### src/rtl/mac_unit.sv
// Signed multiply-accumulate unit for the CNN convolution datapath.
// Accumulates activation*weight over a valid burst, then presents accumulator+bias on a valid/ready handshake.
module mac_unit #(
  parameter int unsigned INPUT_BIT_RESOLUTION  = 8,
  parameter int unsigned OUTPUT_BIT_RESOLUTION = 32
) (
  input  logic                                    clk_i,
  input  logic                                    rst_i,
  input  logic                                    clr_i,
  input  logic                                    input_and_kernel_valid_i,
  input  logic signed [INPUT_BIT_RESOLUTION-1:0]  input_data_i,
  input  logic signed [INPUT_BIT_RESOLUTION-1:0]  kernel_weight_i,
  input  logic signed [OUTPUT_BIT_RESOLUTION-1:0] kernel_bias_i,
  output logic                                    mac_valid_o,
  output logic signed [OUTPUT_BIT_RESOLUTION-1:0] mac_data_o,
  input  logic                                    mac_ready_i
);

  localparam int unsigned IW = INPUT_BIT_RESOLUTION;
  localparam int unsigned OW = OUTPUT_BIT_RESOLUTION;
  localparam int unsigned PW = 2 * INPUT_BIT_RESOLUTION;

  // The full-precision product must fit in the accumulator.
  if (OW < PW) begin : g_width_check
    $error("mac_unit: OUTPUT_BIT_RESOLUTION must be >= 2*INPUT_BIT_RESOLUTION");
  end

  typedef enum logic [1:0] {
    IDLE  = 2'd0,
    ACCUM = 2'd1,
    DONE  = 2'd2
  } state_t;

  state_t state_q;
  state_t state_next;

  logic signed [PW-1:0] product;
  logic signed [OW-1:0] product_ext;
  logic signed [OW-1:0] acc_q;
  logic signed [OW-1:0] bias_q;

  logic acc_load;
  logic acc_add;
  logic acc_zero;
  logic bias_load;
  logic result_set;
  logic result_clear;

  assign product     = input_data_i * kernel_weight_i;
  assign product_ext = OW'(product);

  // State register; reset and clear both abandon any partial sum.
  always_ff @(posedge clk_i) begin
    if (rst_i || clr_i) begin
      state_q <= IDLE;
    end else begin
      state_q <= state_next;
    end
  end

  // Next-state logic.
  always_comb begin
    state_next = state_q;
    case (state_q)
      IDLE: begin
        if (input_and_kernel_valid_i) state_next = ACCUM;
      end
      ACCUM: begin
        if (!input_and_kernel_valid_i) state_next = DONE;
      end
      DONE: begin
        if (mac_ready_i) state_next = input_and_kernel_valid_i ? ACCUM : IDLE;
      end
      default: state_next = IDLE;
    endcase
  end

  // Datapath control decode.
  always_comb begin
    acc_load     = 1'b0;
    acc_add      = 1'b0;
    acc_zero     = 1'b0;
    bias_load    = 1'b0;
    result_set   = 1'b0;
    result_clear = 1'b0;
    case (state_q)
      IDLE: begin
        if (input_and_kernel_valid_i) begin
          acc_load  = 1'b1;
          bias_load = 1'b1;
        end
      end
      ACCUM: begin
        if (input_and_kernel_valid_i) begin
          acc_add   = 1'b1;
          bias_load = 1'b1;
        end else begin
          result_set = 1'b1;
        end
      end
      DONE: begin
        // Samples arriving while the result is stalled are dropped.
        if (mac_ready_i) begin
          result_clear = 1'b1;
          if (input_and_kernel_valid_i) begin
            acc_load  = 1'b1;
            bias_load = 1'b1;
          end else begin
            acc_zero = 1'b1;
          end
        end
      end
      default: begin
        acc_zero = 1'b1;
      end
    endcase
  end

  // Accumulator, bias and result registers; sums wrap modulo 2^OW.
  always_ff @(posedge clk_i) begin
    if (rst_i) begin
      acc_q       <= '0;
      bias_q      <= '0;
      mac_valid_o <= 1'b0;
      mac_data_o  <= '0;
    end else if (clr_i) begin
      acc_q       <= '0;
      bias_q      <= '0;
      mac_valid_o <= 1'b0;
    end else begin
      if (acc_load) begin
        acc_q <= product_ext;
      end else if (acc_add) begin
        acc_q <= acc_q + product_ext;
      end else if (acc_zero) begin
        acc_q <= '0;
      end
      if (bias_load) bias_q <= kernel_bias_i;
      if (result_set) begin
        mac_valid_o <= 1'b1;
        mac_data_o  <= acc_q + bias_q;
      end else if (result_clear) begin
        mac_valid_o <= 1'b0;
      end
    end
  end

endmodule

### config.mk
export PLATFORM = sky130hd
export DESIGN_NAME = mac_unit
export DESIGN_NICKNAME = d
export VERILOG_FILES = /design/src/rtl/mac_unit.sv
export SDC_FILE = /design/constraint.sdc
export NUM_CORES = 1
export LEC_CHECK = 0
export CAP_MARGIN = 20
export CORE_UTILIZATION = 50
export DETAILED_ROUTE_END_ITERATION = 8
export HOLD_SLACK_MARGIN = 0.08
export PLACE_DENSITY = 0.74
export SYNTH_ARGS = -nofsm -noshare
export SYNTH_HDL_FRONTEND = slang
export SYNTH_SLANG_ARGS = --single-unit
### constraint.sdc
create_clock -name clk_i -period 6.45 [get_ports clk_i]
set_clock_uncertainty 0.2 [all_clocks]
set_input_delay 0.645 -clock clk_i [delete_from_list [all_inputs] [get_ports clk_i]]
set_output_delay 0.645 -clock clk_i [all_outputs]
set_load 0.05 [all_outputs]
## After elaboration in Yosys (flattened, before gate mapping)

Cells that the tools add are included.

| storage, ports and cells | value |
|---|---|
| register bits after elaboration | 99 |
| latch bits | 0 |
| bits in writable memories | 0 |
| ROM bits | 0 |
| bits of input ports | 53 |
| memories | 0 |

| operators by class | value |
|---|---|
| add/subtract/negate cells | 2 |
| multipliers | 1 |
| divide/modulo/power cells | 0 |
| order comparisons | 0 |
| equality and inequality tests | 5 |
| shifts and indexed selects | 0 |
| mux-type cells | 21 |
| bitwise logic cells | 1 |
| reductions and logical operators | 8 |

Operators by type and width:

| cell | number |
|---|---|
| 32-bit two-way mux | 3 |
| 32-bit by 16-bit adder with 32-bit output | 1 |
| 32-bit adder | 1 |
| 8-bit by 8-bit multiplier with 16-bit output | 1 |
| 1-bit two-way mux | 11 |
| 2-bit two-way mux | 3 |
| 2-bit inequality test, second input constant | 3 |
| 1-bit one-hot mux with 2 select lines | 3 |
| 2-bit one-hot mux with 3 select lines | 1 |
| 2-bit OR reduction | 2 |
| 3-bit AND reduction | 1 |
| 3-bit nonzero test | 1 |
| 2-bit by 1-bit equality test with 1-bit output, second input constant | 1 |
| 2-bit equality test, second input constant | 1 |
| 2-bit zero test | 1 |
| 2-bit AND reduction | 1 |
| 2-bit nonzero test | 1 |
| 1-bit logical OR | 1 |
| 1-bit inverter | 1 |

## Longest topological paths before layout

| logic depth | value |
|---|---|
| word-level depth | 6 |
| gate-level depth with buffers | 29 |

## Worst setup path before layout

Ideal clock, no wire load.

| timing | value |
|---|---|
| path type | input to register |
| start | input port kernel_weight_i[3] |
| end | register acc_q[31] |
| setup time | 0.087 ns |
| data arrival time | 6.766 ns |
| data required time | 6.163 ns |
| slack | -0.603 ns |
| stages on the path | 25 |
| buffers on the path | 0 |
| path through | and2_1 > fa_1 > inv_1 > fa_1 > inv_1 > fa_1 > inv_1 > fa_1 > inv_1 > ha_1 > a21oi_1 > o22ai_1 > o41ai_2 > xnor2_1 > ha_1 > a21oi_1 > o21ai_0 > nor2_1 > o211ai_1 > o211a_1 > a221oi_2 > o21a_1 > o21ai_1 > xnor2_1 > o31ai_1 |

| on the way | value |
|---|---|
| cells in the longest elaborated chain, start to end | 4 |

Ends and longest elaborated chain:

| element | line | RTL |
|---|---|---|
| from (decl) | 12 | `input logic signed [INPUT_BIT_RESOLUTION-1:0] kernel_weight_i,` |
| 8-bit by 8-bit multiplier with 16-bit output * | 49 | `assign product = input_data_i * kernel_weight_i;` |
| 32-bit by 16-bit adder with 32-bit output | 134 | `acc_q <= acc_q + product_ext;` |
| 32-bit two-way mux | 133 | `end else if (acc_add) begin` |
| 32-bit two-way mux * | 131 | `if (acc_load) begin` |
| to (signal assigned) | 132 | `acc_q <= product_ext;` |
| to (signal assigned) | 134 |  |
| to (decl) | 39 | `logic signed [OW-1:0] acc_q;` |

Every way passes the cells marked *; elsewhere a longest branch is shown, timed or not.
A chain may end at the register's enable or synchronous reset.

## Final worst setup path

Same ends and word-level chain as after synthesis.

==> flow_summary.yaml <==
power:
  total_power_w: 0.007026
  power_density_mw_per_mm2: 598.0
  leakage_nw: 5.278
  ir_drop_mv: 0.3469
critical_path:
  cp_max_fo: 4
  path_common_cell: "fa_1"
  arrival_ns: 6.43
  crit_required_ns: 6.51
  path_class: "in2reg"
  endpoint_kind: "register"
  slowest_delay_ns: 0.53
  crit_slowest_cell: "fa_1"
  critPathLaunchType: "input pin"
detailed_routing:
  wirelength_um: 23200
  dr.pass1.iters: 7
  wl_per_cell_um: 14.94
  drc: 0
  viasPerCell: 5.437
  vias: 8443
  drtAntennaViolNets: 0
  drt_iter0_drc: 551
synthesis:
  syn-cell-area_mm2: 0.008951
  synthCells: 1118
  synth_area_per_cell_um2: 8.006
  ys_warn_count: 0
  synthFlopType: "dfxtp_1"
  yosysSeqAreaShare_pct: 22.14
  synth_seq_cells: 99
  synth.distinct_cells: 67
  async_flop_share_pct: 0
  syn-num-nets: 1321
  synth_edf_count: 0
clock_network:
  htree_levels: 3
  clock_latency_ns: 0.36
  cts_tree: "built"
  cts.clk_slew.worst_paths_ns: 0.07
  postCtsHoldBufs: 0
  cts_max_path_buffers: 2
  cts_inserted_buffers: 9
  root_buffer: "clkbuf_16"
  clock_sinks: 99
timing:
  tns_ns: 0
  maxSlewViolCount: 0
  rsz0062_at_grt: "yes"
  tightestPinTransition_ns: 0.6952
  setup-violations-final: 0
  fin_crit_ns: 6.370
  fin_crit_sh_pct: 98.76
  final_hold_viol_count: 0
  fin_ws_ns: 0.08019
  fmax_ghz: 0.1570
  whs_ns: 0.2509
  worst_slew_margin_rel_pct: 53.65
grt:
  antenna_found_initial: 0
  globalRouteOverflowTotal: 0
  grtUsageTotal_pct: 25.58
  grt_pass1_wl_um: 37650
  grt_pass1_vias: 8081
  grt_max_degree: 37
place:
  pre_cts_slack_ns: -0.9338
  io_buffer_count: 85
  gp_congestion: 0.8918
  hpwl_um: 17480
layout:
  antenna_cells: 0
  final_cell_mix: "158 x nand2_1, 135 x buf_4, 127 x a21oi_1"
  area_delta_synth_final_pct: 31.27
  final_nets: 1526
  mostFrequentLayoutCell: "nand2_1"
  drive_above_1_share_pct: 20.11
die:
  die_y_um: 135.8
  core_mm2: 0.01742
  die_area_mm2: 0.01844
  pin_count: 86
  row_count: 48
  die_w_um: 135.8
  start_util_pct: 51.39
hold_path:
  min_path_type: "reg2reg"
run_status:
  outcome: "completed"
run:
  drv_cap: 0
-- logic make-up (layout without fill, tap and decap cells) --
| family | Yosys count | count (layout) | synth area share (%) |
|---|---|---|---|
| AND/OR/NAND/NOR | 360 | 360 | 18.37 |
| adder cells (fa/ha/maj) | 150 | 150 | 25.75 |
| multiplexers | 2 | 2 | 0.2376 |
| XOR/XNOR | 65 | 65 | 6.360 |
| flip-flops | 99 | 99 | 22.14 |
| buffers and inverters | 142 | 352 | 5.983 |
| AO/OA/AOI/OAI | 300 | 300 | 21.16 |
-- synth_stat cells (4+ instances only) --
library cell / number / share of area, %
nand2_1: 160 / 6.7
a21oi_1: 138 / 7.7
inv_1: 110 / 4.6
dfxtp_1: 99 / 22
ha_1: 93 / 13
nor2_1: 78 / 3.3
fa_1: 57 / 13
xnor2_1: 49 / 4.8
and2_1: 48 / 3.4
o21ai_0: 42 / 2.3
clkbuf_1: 30 / 1.3
a21o_1: 24 / 2.0
nand3_1: 17 / 0.95
xor2_1: 16 / 1.6
nor2b_1: 11 / 0.77
nand2b_1: 9 / 0.63
o211ai_1: 9 / 0.75
a222oi_1: 8 / 0.89
a31oi_1: 8 / 0.56
nand4_1: 8 / 0.56
o21ai_1: 8 / 0.45
o21bai_1: 8 / 0.67
a211oi_1: 7 / 0.59
nor3_1: 7 / 0.39
o21a_1: 6 / 0.50
or3_1: 5 / 0.35
a221oi_1: 4 / 0.39
a22oi_1: 4 / 0.34
and3_1: 4 / 0.28
or2_2: 4 / 0.28
-- cell type report --
class | instances | area [um^2]
Clock buffer | 10 | 229.0
Clock inverter | 6 | 87.58
Timing Repair Buffer | 226 | 1889
Multi-Input combinational cell | 877 | 6868
Fill cell | 1452 | 5667
Tap cell | 225 | 281.5
Inverter | 110 | 412.9
Sequential cell | 99 | 1982
-- what timing repair did --
item,in CTS,in global routing
pin swaps,17,39
setup endpoints to repair,18,19
buffers inserted,4,7
resized for setup,43,96
-- worst paths after layout --
kind	startpoint	to	slack, ns	depth (start not counted)
min	mac_data_o[12]	mac_data_o[12]	0.25	2
max	kernel_weight_i[3]	acc_q[31]	0.08	30
max reg2reg	acc_q[0]	mac_data_o[30]	3.12	13
min reg2reg	mac_data_o[12]	mac_data_o[12]	0.25	2
-- report_power, final --
| group | internal (W) | switching, W | leakage (nW) |
|---|---|---|---|
| Sequential | 0.000658 | 0.0000580 | 0.804 |
| Clock | 0.000341 | 0.000250 | 0.157 |
| Combinational | 0.00296 | 0.00276 | 4.32 |
-- registers in the layout (all words and copies together) (netlist names) --
signal and cells:
acc_q 32, bias_q 32, mac_data_o 32, mac_valid_o 1, state_q 2
-- layer usage --
metal  vias to the layer above  global-route usage, %  wire (um)
met3                        39                  2.768       1029
met2                       248                  43.34      10990
li1                       4229                      -          -
met5                         -                      0          0
met4                         0                  7.928        501
met1                      3927                  33.97      10680
-- through the flow --
| step | utilization, % | std cells | area [um^2] |
|---|---|---|---|
| final | 67.46 | 1553 | 11750 |
| after global routing | 67.46 | 1553 | 11750 |
| after global placement | 63.68 | 1525 | 11090 |
| after detailed placement | 63.68 | 1525 | 11090 |
| after CTS | 66.40 | 1545 | 11560 |
| after floorplan | - | 1118 | 9101 |
-- critical path: cells and delay by family --
| kind | cells | cell delay (ns) |
|---|---|---|
| adder cells (fa/ha/maj) | 6 | 2.62 |
| AO/OA/AOI/OAI | 14 | 2.24 |
| buffers and inverters | 6 | 0.40 |
| XOR/XNOR | 2 | 0.26 |
| AND/OR/NAND/NOR | 2 | 0.25 |
(Power assumes the default switching activity.)
